===== src/rtl/seg_scan_ctrl.sv =====
// seg_scan_ctrl: time-multiplexed digit scanner feeding a shared dec416.
// Each enabled digit gets a blanking gap followed by a dwell window. Masked
// digits are skipped, and frame_done marks the wrap back to the lowest digit.
//
// state | meaning
// IDLE  | decoder disabled, waiting for run with a non-empty mask
// BLANK | decoder disabled, dec_in already holds the upcoming digit
// SHOW  | decoder enabled on dec_in for the dwell window
module seg_scan_ctrl #(
   parameter int NUM_DIGITS   = 4,
   parameter int DWELL_CYCLES = 1000,
   parameter int BLANK_CYCLES = 2
) (
   input  logic        clk,
   input  logic        reset,
   input  logic        run,
   input  logic [15:0] digit_mask,
   output logic [3:0]  dec_in,
   output logic        dec_enable,
   output logic        frame_done,
   output logic        busy
);

   localparam int MAX_CYC = (DWELL_CYCLES > BLANK_CYCLES) ? DWELL_CYCLES : BLANK_CYCLES;
   localparam int CW      = $clog2(MAX_CYC + 1);

   localparam logic [15:0]   valid_mask = 16'((32'd1 << NUM_DIGITS) - 32'd1);
   localparam logic [CW-1:0] blank_last = CW'(BLANK_CYCLES - 1);
   localparam logic [CW-1:0] dwell_last = CW'(DWELL_CYCLES - 1);

   typedef enum logic [1:0] {
      IDLE  = 2'd0,
      BLANK = 2'd1,
      SHOW  = 2'd2
   } state_t;

   state_t        state, state_n;
   logic [CW-1:0] cnt, cnt_n;
   logic [3:0]    dec_in_n;
   logic          dec_enable_n;
   logic          frame_done_n;
   logic          busy_n;

   logic [15:0]   eff_mask;
   logic [3:0]    first_idx;
   logic [3:0]    next_idx;
   logic          wrap;
   int            scan_idx;

   assign eff_mask = digit_mask & valid_mask;

   // Lowest active digit, and the next active digit after dec_in (cyclic).
   // Loops run downward so the nearest candidate is the last one assigned.
   always_comb begin
      first_idx = 4'd0;
      next_idx  = dec_in;
      scan_idx  = 0;
      for (int i = NUM_DIGITS - 1; i >= 0; i--) begin
         if (eff_mask[4'(i)]) first_idx = 4'(i);
      end
      for (int k = NUM_DIGITS; k >= 1; k--) begin
         scan_idx = int'(dec_in) + k;
         if (scan_idx >= NUM_DIGITS) scan_idx = scan_idx - NUM_DIGITS;
         if (eff_mask[4'(scan_idx)]) next_idx = 4'(scan_idx);
      end
      wrap = (next_idx <= dec_in);
   end

   // Next-state and next-output decode; run dropping beats counter expiry.
   always_comb begin
      state_n      = state;
      cnt_n        = cnt;
      dec_in_n     = dec_in;
      dec_enable_n = 1'b0;
      frame_done_n = 1'b0;
      case (state)
         IDLE: begin
            if (run && (eff_mask != 16'd0)) begin
               dec_in_n = first_idx;
               cnt_n    = '0;
               state_n  = BLANK;
            end
         end
         BLANK: begin
            if (!run) begin
               cnt_n   = '0;
               state_n = IDLE;
            end else if (cnt == blank_last) begin
               cnt_n        = '0;
               state_n      = SHOW;
               dec_enable_n = 1'b1;
            end else begin
               cnt_n = cnt + 1'b1;
            end
         end
         SHOW: begin
            if (!run) begin
               cnt_n   = '0;
               state_n = IDLE;
            end else if (cnt == dwell_last) begin
               cnt_n = '0;
               if (eff_mask == 16'd0) begin
                  state_n = IDLE;
               end else begin
                  state_n      = BLANK;
                  dec_in_n     = next_idx;
                  frame_done_n = wrap;
               end
            end else begin
               cnt_n        = cnt + 1'b1;
               dec_enable_n = 1'b1;
            end
         end
         default: begin
            cnt_n   = '0;
            state_n = IDLE;
         end
      endcase
      busy_n = (state_n != IDLE);
   end

   // State, counter and registered outputs; reset clears everything at once.
   always_ff @(posedge clk or posedge reset) begin
      if (reset) begin
         state      <= IDLE;
         cnt        <= '0;
         dec_in     <= 4'd0;
         dec_enable <= 1'b0;
         frame_done <= 1'b0;
         busy       <= 1'b0;
      end else begin
         state      <= state_n;
         cnt        <= cnt_n;
         dec_in     <= dec_in_n;
         dec_enable <= dec_enable_n;
         frame_done <= frame_done_n;
         busy       <= busy_n;
      end
   end

endmodule

===== config.mk =====
export PLATFORM = sky130hd
export DESIGN_NAME = seg_scan_ctrl
export DESIGN_NICKNAME = d
export VERILOG_FILES = /design/src/rtl/seg_scan_ctrl.sv
export SDC_FILE = /design/constraint.sdc
export NUM_CORES = 1
export LEC_CHECK = 0
export ABC_AREA = 1
export BUFFER_PORTS_ARGS = -buffer_cell sky130_fd_sc_hd__buf_4
export CAP_MARGIN = 10
export CORE_MARGIN = 2
export CORE_UTILIZATION = 50
export DETAILED_ROUTE_END_ITERATION = 7
export PLACE_DENSITY = 0.71
export SLEW_MARGIN = 20
export SYNTH_ARGS = -nofsm -noshare
export SYNTH_HDL_FRONTEND = slang
export SYNTH_SLANG_ARGS = --single-unit

===== constraint.sdc =====
create_clock -name clk -period 6.71 [get_ports clk]
set_input_delay 0 -clock clk [delete_from_list [all_inputs] [get_ports clk]]
set_output_delay 0 -clock clk [all_outputs]
set_load 0.1 [all_outputs]

# --- After elaboration in Yosys (flattened, before gate mapping) ---
# Index checks and enable logic that the tools add are counted.
totals:
  wordCells: 90
  ff_bits: 19
op_classes:
  magnitude_cmp: 9
  n_reduce_logical: 7
  muxes: 51
  eq_ne: 8
  n_addsub: 9
ops:
  columns: ["cell", "count"]
  rows:
  - ["$mux W4", 14]
  - ["$mux W10", 5]
  - ["$pmux W10 S3", 1]
  - ["$lt A4 B6 Y1 const B", 4]
  - ["$ge A5 B3 Y1 const B", 4]
  - ["$mux W1", 17]
  - ["$bmux W1 S4", 4]
  - ["$logic_not A16 Y1", 1]
  - ["$reduce_bool A16 Y1", 1]
  - ["$sub A4 B3 Y4 const B", 4]
  - ["$mux W2", 7]
  - ["$add A10 B1 Y10 const B", 1]
  - ["$add A4 B2 Y5 const B", 2]
  - ["$eq A10 B1 Y1 const B", 1]
  - ["$eq A10 B10 Y1 const B", 1]
  - ["$ne A2 B2 Y1 const B", 4]
  - ["$pmux W4 S2", 1]
  - ["$pmux W2 S3", 1]
  - ["$add A4 B1 Y5 const B", 1]
  - ["$add A4 B3 Y5 const B", 1]
  - ["$reduce_and A5 Y1", 1]
  - ["$le A4 B4 Y1", 1]
  - ["$reduce_bool A2 Y1", 2]
  - ["$eq A2 B1 Y1 const B", 1]
  - ["other kinds (4)", 4]

# --- Longest topological paths before layout ---
# Gate-level depths: netlist (run 1).
depth:
  depth_word: 15
  depth_mapped: 25
  depth_no_buf: 25

# --- Least setup slack after synthesis (run 1) ---
# No wires, ideal clock.
synth_timing:
  path_type: "reg-to-reg"
  start: "reg dec_in[1]"
  end: "reg frame_done"
  stages_incl_launch_ff: 25
  setup_ps: 77
  slack_ps: 3161
  t_required_ps: 6633
  arrival_time_ps: 3472
  period_less_slack_ps: 3549
  path_buffers: 0
  cell_sequence: "dfrtp_1 > inv_1 > ha_1 > nand2_1 > nand3_1 > nand2_1 > inv_2 > ha_1 > nand2_1 > o21ai_0 > nor2_1 > nand2_1 > nand2_2 > nand2_2 > nand2_1 > nand3_1 > nand2_2 > nand2_2 > inv_1 > ha_1 > inv_1 > nor2_1 > o211ai_1 > nand2_1 > a21oi_1"
synth_via:
  elab_chain_cells: 15
  word_cells_on_any_way: 37
synth_lines:
  columns: ["element", "line", "text"]
  rows:
  - ["from (decl)", "18", "output logic [3:0] dec_in,"]
  - ["from (signal assigned)", "134", "dec_in <= dec_in_n;"]
  - ["$add A4 B3 Y5", "62", "scan_idx = int'(dec_in) + k;"]
  - ["$sub A4 B3 Y4 or $ge A5 B3 Y1 (tied branches)", "63", "if (scan_idx >= NUM_DIGITS) scan_idx = scan_idx - NUM_DIGITS;"]
  - ["$mux W4", "63", null]
  - ["$bmux W1 S4", "64", "if (eff_mask[4'(scan_idx)]) next_idx = 4'(scan_idx);"]
  - ["$mux W1 (implied by the code) (2 in series)", "64", null]
  - ["$mux W4 (4 in series)", "64", null]
  - ["$le A4 B4 Y1 *", "66", "wrap = (next_idx <= dec_in);"]
  - ["$mux W1 *", "102", "if (eff_mask == 16'd0) begin"]
  - ["$mux W1 *", "100", "end else if (cnt == dwell_last) begin"]
  - ["$mux W1 *", "97", "if (!run) begin"]
  - ["$mux W1 *", "76", "case (state)"]
  - ["named net frame_done_n", "41", "logic frame_done_n;"]
  - ["to (signal assigned)", "136", "frame_done <= frame_done_n;"]
  - ["to (decl)", "20", "output logic frame_done,"]
# Mark *: on every way through the listed nets, which the timed path passes. The rest lies on a longest branch. The select of a mux whose other input is x is not followed.
# A chain may end at the register's enable or synchronous reset.

# --- Final worst setup path (run 1) ---
layout_timing:
  start: "reg dec_in[0]"
  end: "reg frame_done"
# The elaborated chain is that of the path after synthesis.

==> impl_summary.log, run 1 <==
[metrics] Worst path top cell family by delay: flip-flops
[metrics] outcome: complete, no violations
[metrics] number of antenna-violating nets in the routed design: 0
[metrics] share of power burned in registers: 23.4%
[metrics] ordered list of cells on the worst path: inv_1 > ha_1 > xnor2_1 > ha_1 > nand2_1 > o21ai_0 > nor2_1 > nand2_1 > nand2_2 > nand2_2 > nand2_1 > nand3_1 > nand2_2 > nand2_2 > inv_1 > ha_1 > inv_1 > nor2_1 > o211ai_1 > nand2_1 > a21oi_1
[metrics] setup repair after global routing missed its margin: no
[metrics] library cells used by synthesis: 32
[metrics] top library cells by usage in the layout, fill and taps aside: nand2_1, inv_1, ha_1
[metrics] Filler cells: around 330
[metrics] portion of the clock cycle consumed by the worst path in the final layout: between 40% and 50%
[metrics] min Tclk post-route: around 3.3 ns
[metrics] Syn Area/Cell: 7.12 sq um
[metrics] Max stage delay on crit path: ~0.83 ns
[metrics] clock sink count: 19
[metrics] clock slew seen by the registers of the worst setup and hold paths: between 0.1 and 0.15 ns
[metrics] number of hold violations in the final report: 0
[metrics] Detailed Routing Iterations Pass 1: 4
[metrics] pin count of the biggest net entering global routing: 21
[metrics] critical path data required time: approximately 7 ns
[metrics] Post-Route M1 WL: between 1500 and 2000 microns
[metrics] Critical Setup Path Class: reg -> reg
[metrics] Overall Power: approximately 710 uW
[metrics] total half-perimeter wirelength after legalization and detailed placement: about 2600 microns
[metrics] TritonCTS Buffers: 3
[metrics] clock latency on the worst-skew pair: ~0.3 ns
[metrics] P per Cell Area: 356 nW/um^2
[metrics] DR WL/cell: approximately 11 microns
[metrics] footprint of the flip-flops and latches: approximately 480 sq um
[metrics] starting density of the core: ~53%
[metrics] post-synthesis instance area: around 1800 sq um
[metrics] die span in y: 64.3 microns
[metrics] # H-tree levels: 1
[metrics] TritonCTS clock tree: yes
[metrics] drt initial violations: 76
[metrics] crit path max fanout: 20
[metrics] Comb pwr share: between 60% and 70%
[metrics] switching share of power: roughly 55%
[metrics] Die Footprint: a little over 4000 sq um
[metrics] Post-Place Worst Slack: ~3.4 ns
[metrics] area growth from synthesis to layout: 9.57%
[metrics] quantity of I/O buffers inserted on ports: 13
[metrics] count of flip-flops with a built-in enable after synthesis: 0
[metrics] # IOs: 26
[metrics] count of buffering cells on the critical path with inverters included: 3
[metrics] Vias per Instance: about 4.9
[metrics] total setup violations reported at the end of the flow: 0
[metrics] Finished Core Util: 58.3%
[metrics] Nets: 314
[metrics] CTS resizes: 0
[metrics] Highest Signal Layer: met4
[metrics] clock network power share: 8.4%
[metrics] cell total after placement: around 310
[metrics] clk_skew: 0.00215 ns
[metrics] Async S/R FF share, synth: between 90% and 100%
[metrics] worst-case headroom to the max-slew limit: 51.8%
[metrics] max-capacitance violation count: 0
[metrics] total count of max-transition violations in the final report: 0
[metrics] core footprint: 3420 sq um
[metrics] Highest Clock Rate: 299 MHz
[metrics] slowest library cell on the worst path: dfrtp_1
[metrics] DRC violations left: 0
[metrics] antenna violations before repair: 0
[metrics] gpl congestion: 0.777
[metrics] All-Layer GR Usage: approximately a fifth
[metrics] synthesized instance count: 255
[metrics] vias after detailed routing: 1,568
[metrics] Final TNS setup: 0 ns
[metrics] met3 wirelength from detailed routing: a little over 100 microns
[metrics] Setup WS post-layout: between 3 and 4 ns
[metrics] Row Count: 21
[metrics] sw power: approximately 390 uW
[metrics] portion of the post-synthesis area used by sequential elements: a little over a quarter
[metrics] library cell used as clock root buffer: clkbuf_4
[metrics] Internal Power: ~320 uW
[metrics] register bit count reported by yosys: 19
[metrics] predominant post-synthesis flop cell: dfrtp_1
[metrics] Slew @ Worst Pin: between 0.7 and 0.8 ns
[metrics] final std cells w/o fill: 317
[metrics] Max IR drop VDD: 0.218 mV
[metrics] worst hold path class: in -> reg
[metrics] global-route wire length before repair: 6180 microns
[metrics] die outline width: between 60 and 70 microns
[metrics] signal arrival time at the worst endpoint: roughly 3.6 ns
[metrics] buffer levels on the longest clock path: 2
[metrics] WL final: around 3400 microns
[metrics] Ys Warns: 0
[metrics] proportion of layout cells with a drive suffix above 1: approximately 15%
[metrics] Static Leak: 1.02 nW
[metrics] total met2 wirelength after detailed routing: around 1400 microns
[metrics] net count after synthesis: between 200 and 300
[metrics] count of inserted antenna diode cells: 0
[metrics] number of global-route vias before repair: between 1,000 and 1,500
[metrics] GR Overflow Total: 0
[metrics] most common library cell in the layout ignoring fill and taps: nand2_1
[metrics] crit path capture type: flop
[metrics] Startpoint Class: flop
[metrics] multi-input gate area in the final layout: between 1000 and 1500 sq um
## layout make-up
cell class                 count  share of cell area (%)
tap                           46                    2.89
multi-input combinational    191                    58.1
inverter                      42                    7.92
clock buffer                   4                    1.32
sequential                    19                    23.9
timing repair buffer          15                    5.91
## final timing paths
kind / start / slack, ns / cells past startpoint / end
worst min-delay path: digit_mask[1] / 0.13 / 6 / dec_in[1]$_DFFE_PP0P_
worst min register to register: cnt[3]$_DFFE_PP0N_ / 0.58 / 2 / cnt[3]$_DFFE_PP0N_
max in group asynchronous: reset / 5.89 / 3 / cnt[7]$_DFFE_PP0N_
worst max-delay path: dec_in[0]$_DFFE_PP0P_ / 3.37 / 21 / frame_done$_DFF_PP0_
worst max register to register: dec_in[0]$_DFFE_PP0P_ / 3.37 / 21 / frame_done$_DFF_PP0_
min in group asynchronous: reset / 0.37 / 3 / cnt[4]$_DFFE_PP0N_
## power groups by stage
stage | Clock (mW) | Sequential [mW] | Combinational [mW]
final | 0.0595 | 0.166 | 0.484
after global routing | 0.0672 | 0.171 | 0.544
after CTS | 0.0620 | 0.167 | 0.485
after detailed placement | 0 | 0.169 | 0.482
after global placement | 0 | 0.169 | 0.476
after floorplan | 0 | 0.222 | 0.347
## registers in the layout, summed over array words and instances (netlist names)
signal      flops
state           2
dec_in          4
busy            1
cnt            10
frame_done      1
dec_enable      1
## logic make-up after synthesis
group | Yosys count | synth area share [%]
compound gates | 37 | 13.2
flops | 19 | 26.2
xor+xnor | 8 | 3.86
simple gates | 123 | 30.8
buf+inv | 45 | 10.2
fa+ha+maj | 23 | 15.8
## per-stage QoR
stage | cell area (sq um) | hold slack (ns)
final | 1990 | 0.132
after global routing | 1990 | 0.189
after CTS | 1990 | 0.127
after detailed placement | 1940 | 0.175
after global placement | 1940 | 0.169
after floorplan | 1820 | -0.0489
## synthesized netlist by cell type, types with 4 or more instances
| cell type | n | share of area, % |
|---|---|---|
| ha_1 | 23 | 16 |
| o21ai_0 | 8 | 2.2 |
| o21ai_2 | 4 | 1.9 |
| inv_1 | 39 | 8.1 |
| a21oi_1 | 9 | 2.5 |
| o21ai_1 | 4 | 1.1 |
| nand2_2 | 10 | 3.4 |
| nand2_1 | 60 | 12 |
| o211ai_1 | 4 | 1.7 |
| nand3_1 | 13 | 3.6 |
| nand4_1 | 4 | 1.4 |
| xor2_1 | 6 | 2.9 |
| nor2_1 | 19 | 3.9 |
| nor3_1 | 8 | 2.2 |
| dfrtp_1 | 19 | 26 |
## routing by layer
layer / up-vias / global-route usage (%)
li1: 852 / -
met1: 688 / 26.8
met2: 21 / 28.9
met3: 7 / 4.23
met4: 0 / 4.79
met5: - / 0
## tightest hold or removal path: stages
cell and delay [ns]:
buf_4 0.08, inv_1 0.07, o211ai_1 0.09, a21oi_1 0.07, nand2_1 0.06, nand2_1 0.04
## repair_timing
item                                    CTS  global route
buffers inserted                          0             0
hold buffers                              2             0
endpoints found under the setup margin    0             0
endpoints found under the hold margin    20             0
(Power assumes the default switching activity.)
==> inputs of run 2 (changes only) <==
ABC_AREA = 0   (was 1)
clock period = 3.3 ns   (was 6.71 ns; I/O delays follow)
==> impl_summary.log, run 2 <==
[metrics] WL final: roughly 4400 microns
[metrics] P per Cell Area: about 850 nW/um^2
[metrics] largest register by flop count: cnt
[metrics] GR Overflow Total: 0
[metrics] crit path max fanout: 5
[metrics] most common library cell in the layout ignoring fill and taps: buf_4
[metrics] TritonCTS Buffers: 3
[metrics] net count after synthesis: about 250
[metrics] Setup WS post-layout: -0.0865 ns
[metrics] portion of the clock cycle consumed by the worst path in the final layout: 103%
[metrics] basic-gate share of the synthesized area counting and, or, nand and nor cells: between 20% and 30%
[metrics] Syn Area/Cell: 8.90 sq um
[metrics] Nets: between 200 and 300
[metrics] library cell used as clock root buffer: clkbuf_4
[metrics] violated checks: setup timing
[metrics] number of antenna-violating nets in the routed design: 0
[metrics] outcome: finished, violations left
[metrics] setup repair after global routing missed its margin: yes
[metrics] largest family of logic cells by synthesized area: simple AND/OR/NAND/NOR gates
[metrics] DR WL/cell: approximately 15 microns
[metrics] TritonCTS clock tree: yes
[metrics] starting density of the core: 53.2%
[metrics] total half-perimeter wirelength after legalization and detailed placement: approximately 3200 microns
[metrics] share of the synthesized area in compound gates (AO/OA/AOI/OAI): approximately 20%
[metrics] vias after detailed routing: 1,680
[metrics] clock network power share: just under 6%
[metrics] count of flip-flops with a built-in enable after synthesis: 0
[metrics] max-capacitance violation count: 0
[metrics] share of power burned in registers: 17.0%
[metrics] total setup violations reported at the end of the flow: 1
[metrics] Comb pwr share: between 70% and 80%
[metrics] total count of max-transition violations in the final report: 0
[metrics] top area cells in the synthesized netlist: dfrtp_1, ha_1, nor2_1, mux4_2, mux2i_1
[metrics] Highest Clock Rate: 295 MHz
[metrics] Max IR drop VDD: 0.396 mV
[metrics] clock sink count: 19
[metrics] area share of xor/xnor cells in the synthesized design: under 10%
[metrics] global-route wire length before repair: 7510 microns
[metrics] drt initial violations: 61
[metrics] Vias per Instance: about 5.8
[metrics] library cells used by synthesis: 52
[metrics] sw power: around 950 uW
[metrics] post-synthesis instance area: roughly 1800 sq um
[metrics] gpl congestion: a little under 0.9
[metrics] antenna violations before repair: 0
[metrics] die outline width: between 60 and 70 microns
[metrics] cell with the most instances after synthesis: ha_1
[metrics] core footprint: ~3400 sq um
[metrics] synthesized instance count: around 200
[metrics] All-Layer GR Usage: a little under a quarter
[metrics] DRC violations left: 0
[metrics] Static Leak: between 1 and 1.5 nW
[metrics] top library cells by usage in the layout, fill and taps aside: buf_4, nor2_1, ha_1
[metrics] proportion of layout cells with a drive suffix above 1: between 20 and 30%
[metrics] worst hold path class: in -> reg
[metrics] number of global-route vias before repair: around 1,600
[metrics] area growth from synthesis to layout: 28.7%
[metrics] count of inserted antenna diode cells: 0
[metrics] quantity of I/O buffers inserted on ports: 13
[metrics] clk_skew: ~0.003 ns
[metrics] fraction of the mapped netlist area in adder cells: roughly 16%
[metrics] register bit count reported by yosys: 19
[metrics] worst-case headroom to the max-slew limit: 54.8%
[metrics] # IOs: 26
[metrics] Placement Cell Area: approximately 2100 sq um
[metrics] min Tclk post-route: around 3.4 ns
[metrics] clock slew seen by the registers of the worst setup and hold paths: approximately 0.10 ns
[metrics] Ys Warns: 0
[metrics] largest registers: cnt: 10 flops, dec_in: 4 flops, state: 2 flops
[metrics] Async S/R FF share, synth: between 90% and 100%
[metrics] Critical Setup Path Class: reg -> reg
[metrics] portion of the post-synthesis area used by sequential elements: between 20% and 30%
[metrics] clock latency on the worst-skew pair: around 0.30 ns
[metrics] mux cell area share after synthesis: ~7.6%
[metrics] Largest register FFs: 10
[metrics] buffer levels on the longest clock path: 2
[metrics] synth cell count leaders: ha_1, nor2_1, dfrtp_1, nand2_1, inv_1
[metrics] Slew @ Worst Pin: slightly below 0.7 ns
[metrics] die span in y: approximately 64 microns
[metrics] top-area cell type share of the netlist area: a little over a quarter
[metrics] number of hold violations in the final report: 0
[metrics] Startpoint Class: flop
[metrics] switching share of power: between 40% and 50%
[metrics] # H-tree levels: 1
[metrics] Row Count: 21
[metrics] crit path capture type: flop
[metrics] pin count of the biggest net entering global routing: 20
[metrics] Die Footprint: about 4100 sq um
[metrics] Internal Power: slightly above 1 mW
[metrics] Overall Power: just under 2 mW
[metrics] predominant post-synthesis flop cell: dfrtp_1
[metrics] Detailed Routing Iterations Pass 1: 4
[metrics] critical path data required time: 3.52 ns
[metrics] cell taking the most area after synthesis: dfrtp_1
[metrics] signal arrival time at the worst endpoint: approximately 3.6 ns
[metrics] final instance area: 2340 sq um
run 2: cell count changes in the layout (fill, tap and decap cells not counted), moves of 5 or more:
| cell | change |
|---|---|
| and2_1 | +5 |
| buf_4 | +23 |
| ha_1 | -5 |
| inv_1 | -27 |
| mux2i_1 | +6 |
| nand2_1 | -45 |
| nand2_2 | -10 |
| nand2b_1 | +5 |
| nand3_1 | -7 |
run 2: path summary, 6_finish.rpt:
path,start,to,slack (ns),cells after the start
min in group asynchronous,reset,cnt[6]$_DFFE_PP0N_,0.36,3
worst max register to register,dec_in[1]$_DFFE_PP0P_,frame_done$_DFF_PP0_,-0.09,16
max in group asynchronous,reset,dec_in[1]$_DFFE_PP0P_,2.45,3
worst max-delay path,dec_in[1]$_DFFE_PP0P_,frame_done$_DFF_PP0_,-0.09,16
worst min-delay path,run,state[1]$_DFF_PP0_,0.06,3
worst min register to register,cnt[9]$_DFFE_PP0N_,cnt[9]$_DFFE_PP0N_,0.55,2
run 2: power groups by stage:
stage,registers (mW),clock network [mW],logic [mW]
2_1_floorplan,0.488,0,0.751
4_1_cts,0.330,0.122,1.43
6_report,0.337,0.114,1.53
5_1_grt,0.344,0.135,1.67
3_5_place_dp,0.334,0,1.23
3_3_place_gp,0.330,0,1.18
run 2: worst max-delay path, cell delays in order, from the launching register on:
cell and delay [ns]:
dfrtp_4 0.54, ha_4 0.20, and3b_1 0.21, nor2_2 0.11, ha_2 0.25, a2111oi_4 0.10
o32ai_2 0.38, nor3b_2 0.09, a311oi_2 0.29, nor2_1 0.10, ha_1 0.29, nor2b_1 0.14
o21ai_1 0.12, nand2b_1 0.09, a21oi_2 0.18, a41oi_2 0.06, nor2_1 0.14
run 2: area by class of cell:
class / instances / area (sq um)
multi-input combinational: 167 / 1390
timing repair buffer: 40 / 318
clock buffer: 4 / 26.3
fill: 281 / 1080
tap: 46 / 57.6
inverter: 14 / 52.6
sequential: 19 / 488
run 2: logic make-up after synthesis:
group,after synthesis
multiplexers,10
flip-flops,19
XOR/XNOR,10
adder cells (fa/ha/maj),23
buffers and inverters,18
AND/OR/NAND/NOR,75
AO/OA/AOI/OAI,49
run 2: metrics by stage:
step / util [%] / setup WS [ns] / TNS (ns) / instances / hold WS (ns)
5_1_grt: 68.4 / -0.234 / -0.234 / 290 / 0.0396
2_1_floorplan: - / 0.0134 / 0 / 204 / -0.0489
6_report: 68.4 / -0.0865 / -0.0865 / 290 / 0.0610
3_5_place_dp: 60.3 / -0.245 / -0.245 / 272 / 0.152
3_3_place_gp: 60.3 / -0.0451 / -0.0451 / 272 / 0.151
4_1_cts: 65.9 / -0.0217 / -0.0217 / 286 / 0.0484
run 2: repair_timing:
| action | CTS | global route |
|---|---|---|
| pin swaps | 11 | 12 |
| buffers inserted | 9 | 4 |
| setup endpoints to repair | 1 | 1 |
| hold buffers | 1 | 0 |
| resized for setup | 19 | 10 |
| hold endpoints to repair | 19 | 0 |
run 2: per-layer routing:
metal / vias to the layer above / track usage (%) / wire [microns]
met2: 27 / 40.9 / 2320
li1: 824 / - / -
met4: 0 / 6.65 / 72
met3: 8 / 3.17 / 112
met1: 821 / 29.0 / 1870
met5: - / 0 / 0
